## src/rtl/debounce_bank_if.sv

```systemverilog
// Signal bundle between a debounce bank and its user: raw switch inputs and
// enable towards the bank, debounced levels and edge pulses back out.
interface debounce_bank_if #(
    parameter int CHANNELS = 4
);
    logic                enable;
    logic [CHANNELS-1:0] D;
    logic [CHANNELS-1:0] Q;
    logic [CHANNELS-1:0] rise;
    logic [CHANNELS-1:0] fall;
    logic                changed;

    modport master (
        output enable, D,
        input  Q, rise, fall, changed
    );

    modport slave (
        input  enable, D,
        output Q, rise, fall, changed
    );
endinterface

```

## src/rtl/debounce_bank.sv

```systemverilog
// Bank of independent switch debouncers. Each channel is synchronised, then
// sampled on a shared prescaled tick; the debounced level flips only after
// FILTER_LEN consecutive ticks disagree with it, and a registered one-clock
// rise/fall pulse marks each flip.
module debounce_bank #(
    parameter int CHANNELS    = 4,
    parameter int SYNC_STAGES = 2,
    parameter int FILTER_LEN  = 4,
    parameter int PRESCALE    = 1,
    parameter int INIT_LEVEL  = 0
) (
    input  logic              clk,
    input  logic              reset,
    debounce_bank_if.slave    bus
);

    localparam int CW = $clog2(FILTER_LEN + 1);
    localparam int PW = (PRESCALE > 1) ? $clog2(PRESCALE) : 1;
    localparam logic [CW-1:0] RUN_LAST = CW'(FILTER_LEN - 1);
    localparam logic [PW-1:0] PRE_LAST = PW'(PRESCALE - 1);
    localparam logic          INIT_BIT = (INIT_LEVEL != 0);

    logic [CHANNELS-1:0] sync_p [SYNC_STAGES];
    logic [CHANNELS-1:0] synced;
    logic [PW-1:0]       pre_cnt;
    logic                tick;
    logic [CW-1:0]       run_cnt [CHANNELS];
    logic [CW-1:0]       run_nxt [CHANNELS];
    logic [CHANNELS-1:0] flip;
    logic [CHANNELS-1:0] q_r;
    logic [CHANNELS-1:0] rise_r;
    logic [CHANNELS-1:0] fall_r;
    logic                changed_r;

    // Next run length: any agreeing sample restarts the run, and the final
    // disagreeing sample (the one that flips Q) also returns it to zero, so
    // the counter never climbs past FILTER_LEN-1.
    function automatic logic [CW-1:0] run_step(input logic [CW-1:0] cnt,
                                               input logic          differ);
        if (!differ || cnt == RUN_LAST) begin
            return '0;
        end
        return cnt + CW'(1);
    endfunction

    assign synced = sync_p[SYNC_STAGES-1];
    assign tick   = bus.enable && (pre_cnt == PRE_LAST);

    // Synchronizer chain: shifts every clock, independent of enable.
    always_ff @(posedge clk) begin
        if (reset) begin
            for (int s = 0; s < SYNC_STAGES; s++) begin
                sync_p[s] <= {CHANNELS{INIT_BIT}};
            end
        end else begin
            sync_p[0] <= bus.D;
            for (int s = 1; s < SYNC_STAGES; s++) begin
                sync_p[s] <= sync_p[s-1];
            end
        end
    end

    // Sample-rate prescaler: wraps at PRESCALE-1 and holds while disabled.
    always_ff @(posedge clk) begin
        if (reset) begin
            pre_cnt <= '0;
        end else if (bus.enable) begin
            pre_cnt <= (pre_cnt == PRE_LAST) ? '0 : pre_cnt + PW'(1);
        end
    end

    // Per-channel run evaluation on a tick: decide next run length and flips.
    always_comb begin
        flip = '0;
        for (int c = 0; c < CHANNELS; c++) begin
            run_nxt[c] = run_cnt[c];
            if (tick) begin
                run_nxt[c] = run_step(run_cnt[c], synced[c] ^ q_r[c]);
                flip[c]    = (synced[c] ^ q_r[c]) && (run_cnt[c] == RUN_LAST);
            end
        end
    end

    // Run counters.
    always_ff @(posedge clk) begin
        if (reset) begin
            for (int c = 0; c < CHANNELS; c++) begin
                run_cnt[c] <= '0;
            end
        end else begin
            for (int c = 0; c < CHANNELS; c++) begin
                run_cnt[c] <= run_nxt[c];
            end
        end
    end

    // Debounced level and edge pulses, registered together so they align.
    always_ff @(posedge clk) begin
        if (reset) begin
            q_r       <= {CHANNELS{INIT_BIT}};
            rise_r    <= '0;
            fall_r    <= '0;
            changed_r <= 1'b0;
        end else begin
            q_r       <= q_r ^ flip;
            rise_r    <= flip & ~q_r;
            fall_r    <= flip & q_r;
            changed_r <= |flip;
        end
    end

    assign bus.Q       = q_r;
    assign bus.rise    = rise_r;
    assign bus.fall    = fall_r;
    assign bus.changed = changed_r;

endmodule

```

## src/flat_wrapper.sv

```systemverilog
// flat-port wrapper written by rule: the top's interface ports become plain ports
module debounce_bank_flat 
#(
    parameter int CHANNELS    = 4,
    parameter int SYNC_STAGES = 2,
    parameter int FILTER_LEN  = 4,
    parameter int PRESCALE    = 1,
    parameter int INIT_LEVEL  = 0
)
  (clk, reset, bus_enable, bus_D, bus_Q, bus_rise, bus_fall, bus_changed);
  debounce_bank_if #(.CHANNELS(CHANNELS)) bus_i ();
  input  logic clk;
  input  logic reset;
  input wire logic [$bits(bus_i.enable)-1:0] bus_enable;
  input wire logic [$bits(bus_i.D)-1:0] bus_D;
  output wire logic [$bits(bus_i.Q)-1:0] bus_Q;
  output wire logic [$bits(bus_i.rise)-1:0] bus_rise;
  output wire logic [$bits(bus_i.fall)-1:0] bus_fall;
  output wire logic [$bits(bus_i.changed)-1:0] bus_changed;
  assign bus_i.enable = bus_enable;
  assign bus_i.D = bus_D;
  assign bus_Q = bus_i.Q;
  assign bus_rise = bus_i.rise;
  assign bus_fall = bus_i.fall;
  assign bus_changed = bus_i.changed;
  debounce_bank #(.CHANNELS(CHANNELS), .SYNC_STAGES(SYNC_STAGES), .FILTER_LEN(FILTER_LEN), .PRESCALE(PRESCALE), .INIT_LEVEL(INIT_LEVEL)) u_core (.clk(clk), .reset(reset), .bus(bus_i));
endmodule
```

## config.mk

```make
export PLATFORM = sky130hd
export DESIGN_NAME = debounce_bank_flat
export DESIGN_NICKNAME = d
export VERILOG_FILES = /design/src/rtl/debounce_bank_if.sv /design/src/rtl/debounce_bank.sv /design/src/flat_wrapper.sv
export SDC_FILE = /design/constraint.sdc
export NUM_CORES = 1
export LEC_CHECK = 0
export ABC_AREA = 1
export ABC_CLOCK_PERIOD_IN_PS = 2100
export BUFFER_PORTS_ARGS = -buffer_cell sky130_fd_sc_hd__buf_4
export CAP_MARGIN = 20
export CORE_MARGIN = 2
export CORE_UTILIZATION = 40
export DETAILED_ROUTE_END_ITERATION = 7
export PLACE_DENSITY = 0.64
export SYNTH_ARGS = -nofsm -noshare
export SYNTH_HDL_FRONTEND = slang
export SYNTH_SLANG_ARGS = --single-unit
```

## constraint.sdc

```tcl
create_clock -name clk -period 2.1 [get_ports clk]
set_input_delay 0.21 -clock clk [delete_from_list [all_inputs] [get_ports clk]]
set_output_delay 0.21 -clock clk [all_outputs]
set_load 0.02 [all_outputs]
```

==> insert_results.sql <==
INSERT INTO impl_metrics (metric_group, metric, value, unit) VALUES
('synthesis', 'synth_seq_area_share', '45.5', '%'),
('critical_path', 'crit_type', 'flip-flop to flip-flop', ''),
('synthesis', 'synth_top_area_cell', 'sky130_fd_sc_hd__dfxtp_1', ''),
('route', 'vias_after_detailed_routing', '1085', ''),
('power', 'power-per-cell-area', '660', 'nW/µm²'),
('sta', 'report.final.hold_viol_count', '0', ''),
('outcome', 'result_of_the_run', 'finished clean', ''),
('min_path', 'timing.hold.worst.start', 'bus_D[1]', ''),
('synthesis', 'avgSynthCellArea', '7.98', 'µm²'),
('synthesis', 'synth.top_cells.by_area', 'sky130_fd_sc_hd__dfxtp_1 (45%), sky130_fd_sc_hd__ha_1 (14%), sky130_fd_sc_hd__inv_1 (9.8%)', ''),
('critical_path', 'critPathLaunch', 'u_core.run_cnt[2][0]', ''),
('placed_design', 'cell_count_after_placement', '242', ''),
('route', 'detail_route.vias_per_cell', '4.34', ''),
('route', 'drc', '0', ''),
('die', 'effective_utilization_at_floorplan', '42.5', '%'),
('min_path', 'min_delay_path_depth', '3', ''),
('die', 'core', '3420', 'µm²'),
('finish', 'utilization', '49.5', '%'),
('sta', 'holdWs', '0.0750', 'ns'),
('power', 'power.net_switching', '253', 'µW'),
('cts', 'clk_pin_slew', '0.10', 'ns'),
('critical_path', 'worstReg2RegStart', 'u_core.run_cnt[2][0]', ''),
('cts', 'clock_tree.buffer_depth', '2', ''),
('route', 'wire_per_inst', '8.83', 'µm'),
('placed_design', 'placement_setup_slack', '0.691', 'ns'),
('cts', 'tritoncts', 'done', ''),
('global_routing', 'first_global_vias', '990', ''),
('finish', 'layout_commonest_cell', 'sky130_fd_sc_hd__inv_1', ''),
('finish', 'area_growth_from_synthesis_to_final_layout', '16.3', '%'),
('route', 'drt.antenna.violating_nets', '0', ''),
('cts', 'clock_insertion_delay_worst_skew', '0.33', 'ns'),
('power', 'power_switching_share', '22.7', '%'),
('power', 'power', '1.11', 'mW'),
('sta', 'max_freq', '704', 'MHz'),
('sta', 'period_share', '67.6', '%'),
('power', 'cellInternalPower', '861', 'µW'),
('sta', 'timing.final.ws_setup', '0.680', 'ns'),
('power', 'power.share.sequential', '58.4', '%'),
('min_path', 'whs_endpoint', 'u_core.sync_p[0][1]', ''),
('synthesis', 'synth_cell_type_count', '16', ''),
('cts', 'tritoncts.num_buffers', '5', ''),
('power', 'power.clock.fraction', '35.9', '%'),
('critical_path', 'timing.critical_path.required', '2.37', 'ns'),
('power', 'irDropWorstVdd', '351', 'µV'),
('cts', 'tritoncts_num_sinks', '33', ''),
('finish', 'layout.cell_area.non_filler', '1690', 'µm²'),
('placed_design', 'placement.cell_area', '1620', 'µm²'),
('global_routing', 'grt_usage', '12.7', '%'),
('synthesis', 'synth.top_cell.area_share', '45.5', '%'),
('cts', 'cts_resized', '0', ''),
('die', 'horizontal_die_dimension', '64.3', 'µm'),
('sta', 'setup_tns', '0', 'ns'),
('sta', 'timing.clock.skew', '0.00309', 'ns'),
('cts', 'cts_htree_levels', '2', ''),
('power', 'share_comb_of_total_power', '5.7', '%'),
('job', 'cap_violations', '0', ''),
('route', 'drt-initial-drc-count', '29', ''),
('sta', 'maxSlewViolCount', '0', ''),
('global_routing', 'initial_antenna_violation_count', '0', ''),
('die', 'top_level_ports', '20', ''),
('die', 'die_h', '64.3', 'µm'),
('synthesis', 'yosysWarningCount', '0', ''),
('synthesis', 'synth_cells', '182', ''),
('sta', 'finalWorstPathRequiredPeriod', '1.42', 'ns'),
('critical_path', 'timing.reg2reg.setup_slack', '0.68', 'ns'),
('power', 'p_leak', '0.880', 'nW'),
('placed_design', 'portBuffers', '19', ''),
('synthesis', 'synth_fp_nets', '205', ''),
('global_routing', 'grt_first_pass_wirelength', '3930', 'µm'),
('global_routing', 'overflow_left_after_global_routing', '0', ''),
('finish', 'fin_cells', '250', '');
[Yosys cell counts]
cell type and n:
sky130_fd_sc_hd__dfxtp_1 33, sky130_fd_sc_hd__nand2_1 31, sky130_fd_sc_hd__nor2_1 26, sky130_fd_sc_hd__nor2_2 4, sky130_fd_sc_hd__o21ai_1 2, sky130_fd_sc_hd__ha_1 16
sky130_fd_sc_hd__nand3b_4 2, sky130_fd_sc_hd__o21ai_0 6, sky130_fd_sc_hd__inv_1 38, sky130_fd_sc_hd__nand3_1 2, sky130_fd_sc_hd__buf_2 3, sky130_fd_sc_hd__nand2_2 3
sky130_fd_sc_hd__buf_6 1, sky130_fd_sc_hd__inv_2 2, sky130_fd_sc_hd__buf_4 1, sky130_fd_sc_hd__a21oi_1 12
[layout make-up]
cell class                 count  area [µm²]
clock buffer                   7        65.1
multi-input combinational    104         608
clock inverter                 1        5.00
inverter                      40         150
timing repair buffer          19         143
sequential                    33         661
tap                           46        57.6
fill                         346        1730
[how the worst max path moves through the flow]
stage	end	slack, ns	cells past startpoint
floorplan	u_core.bus.Q[3]	0.78	7
global placement	u_core.bus.Q[1]	0.69	7
detailed placement	u_core.bus.Q[2]	0.69	8
CTS	u_core.bus.Q[2]	0.66	8
global route	u_core.bus.Q[2]	0.58	8
finish	u_core.bus.Q[2]	0.68	8
[cell families after synthesis]
kind of cell               Yosys count  share of synthesized area, %
and+or+nand+nor                     68                          21.2
buffers and inverters               45                          12.7
DFF                                 33                          45.5
AOI/OAI and AO/OA                   20                          6.89
adders and majority gates           16                          13.8
[registers in the layout, indices dropped and copies added, names as in the netlist]
register and count:
u_core.bus.changed 1, u_core.bus.Q 4, u_core.sync_p 8, u_core.bus.fall 4, u_core.bus.rise 4, u_core.run_cnt 12
[metal layers]
metal	wire (µm)	vias up	share of wire [%]	global-route usage, %
met4	37	0	1.7	5.85
met1	1020	475	46	13.2
met3	105	4	4.8	6.87
li1	-	586	-	-
met5	0	-	0	0
met2	1050	20	48	20.8
[worst max-delay path, cell delays in order (launching register included)]
cell and delay (ns):
sky130_fd_sc_hd__dfxtp_1 0.34, sky130_fd_sc_hd__ha_1 0.20, sky130_fd_sc_hd__ha_1 0.20, sky130_fd_sc_hd__nand2_1 0.07
sky130_fd_sc_hd__inv_1 0.03, sky130_fd_sc_hd__nand3_1 0.09, sky130_fd_sc_hd__inv_1 0.07, sky130_fd_sc_hd__ha_1 0.27
sky130_fd_sc_hd__nor2_1 0.10
[power groups by stage]
| stage | Combinational (mW) | Sequential, mW | Clock, mW |
|---|---|---|---|
| global route | 0.0750 | 0.653 | 0.448 |
| global placement | 0.0635 | 0.665 | 0 |
| floorplan | 0.0504 | 0.663 | 0 |
| detailed placement | 0.0652 | 0.665 | 0 |
| finish | 0.0638 | 0.651 | 0.400 |
| CTS | 0.0653 | 0.651 | 0.414 |
Note: power is estimated with default switching activity, not from simulation.
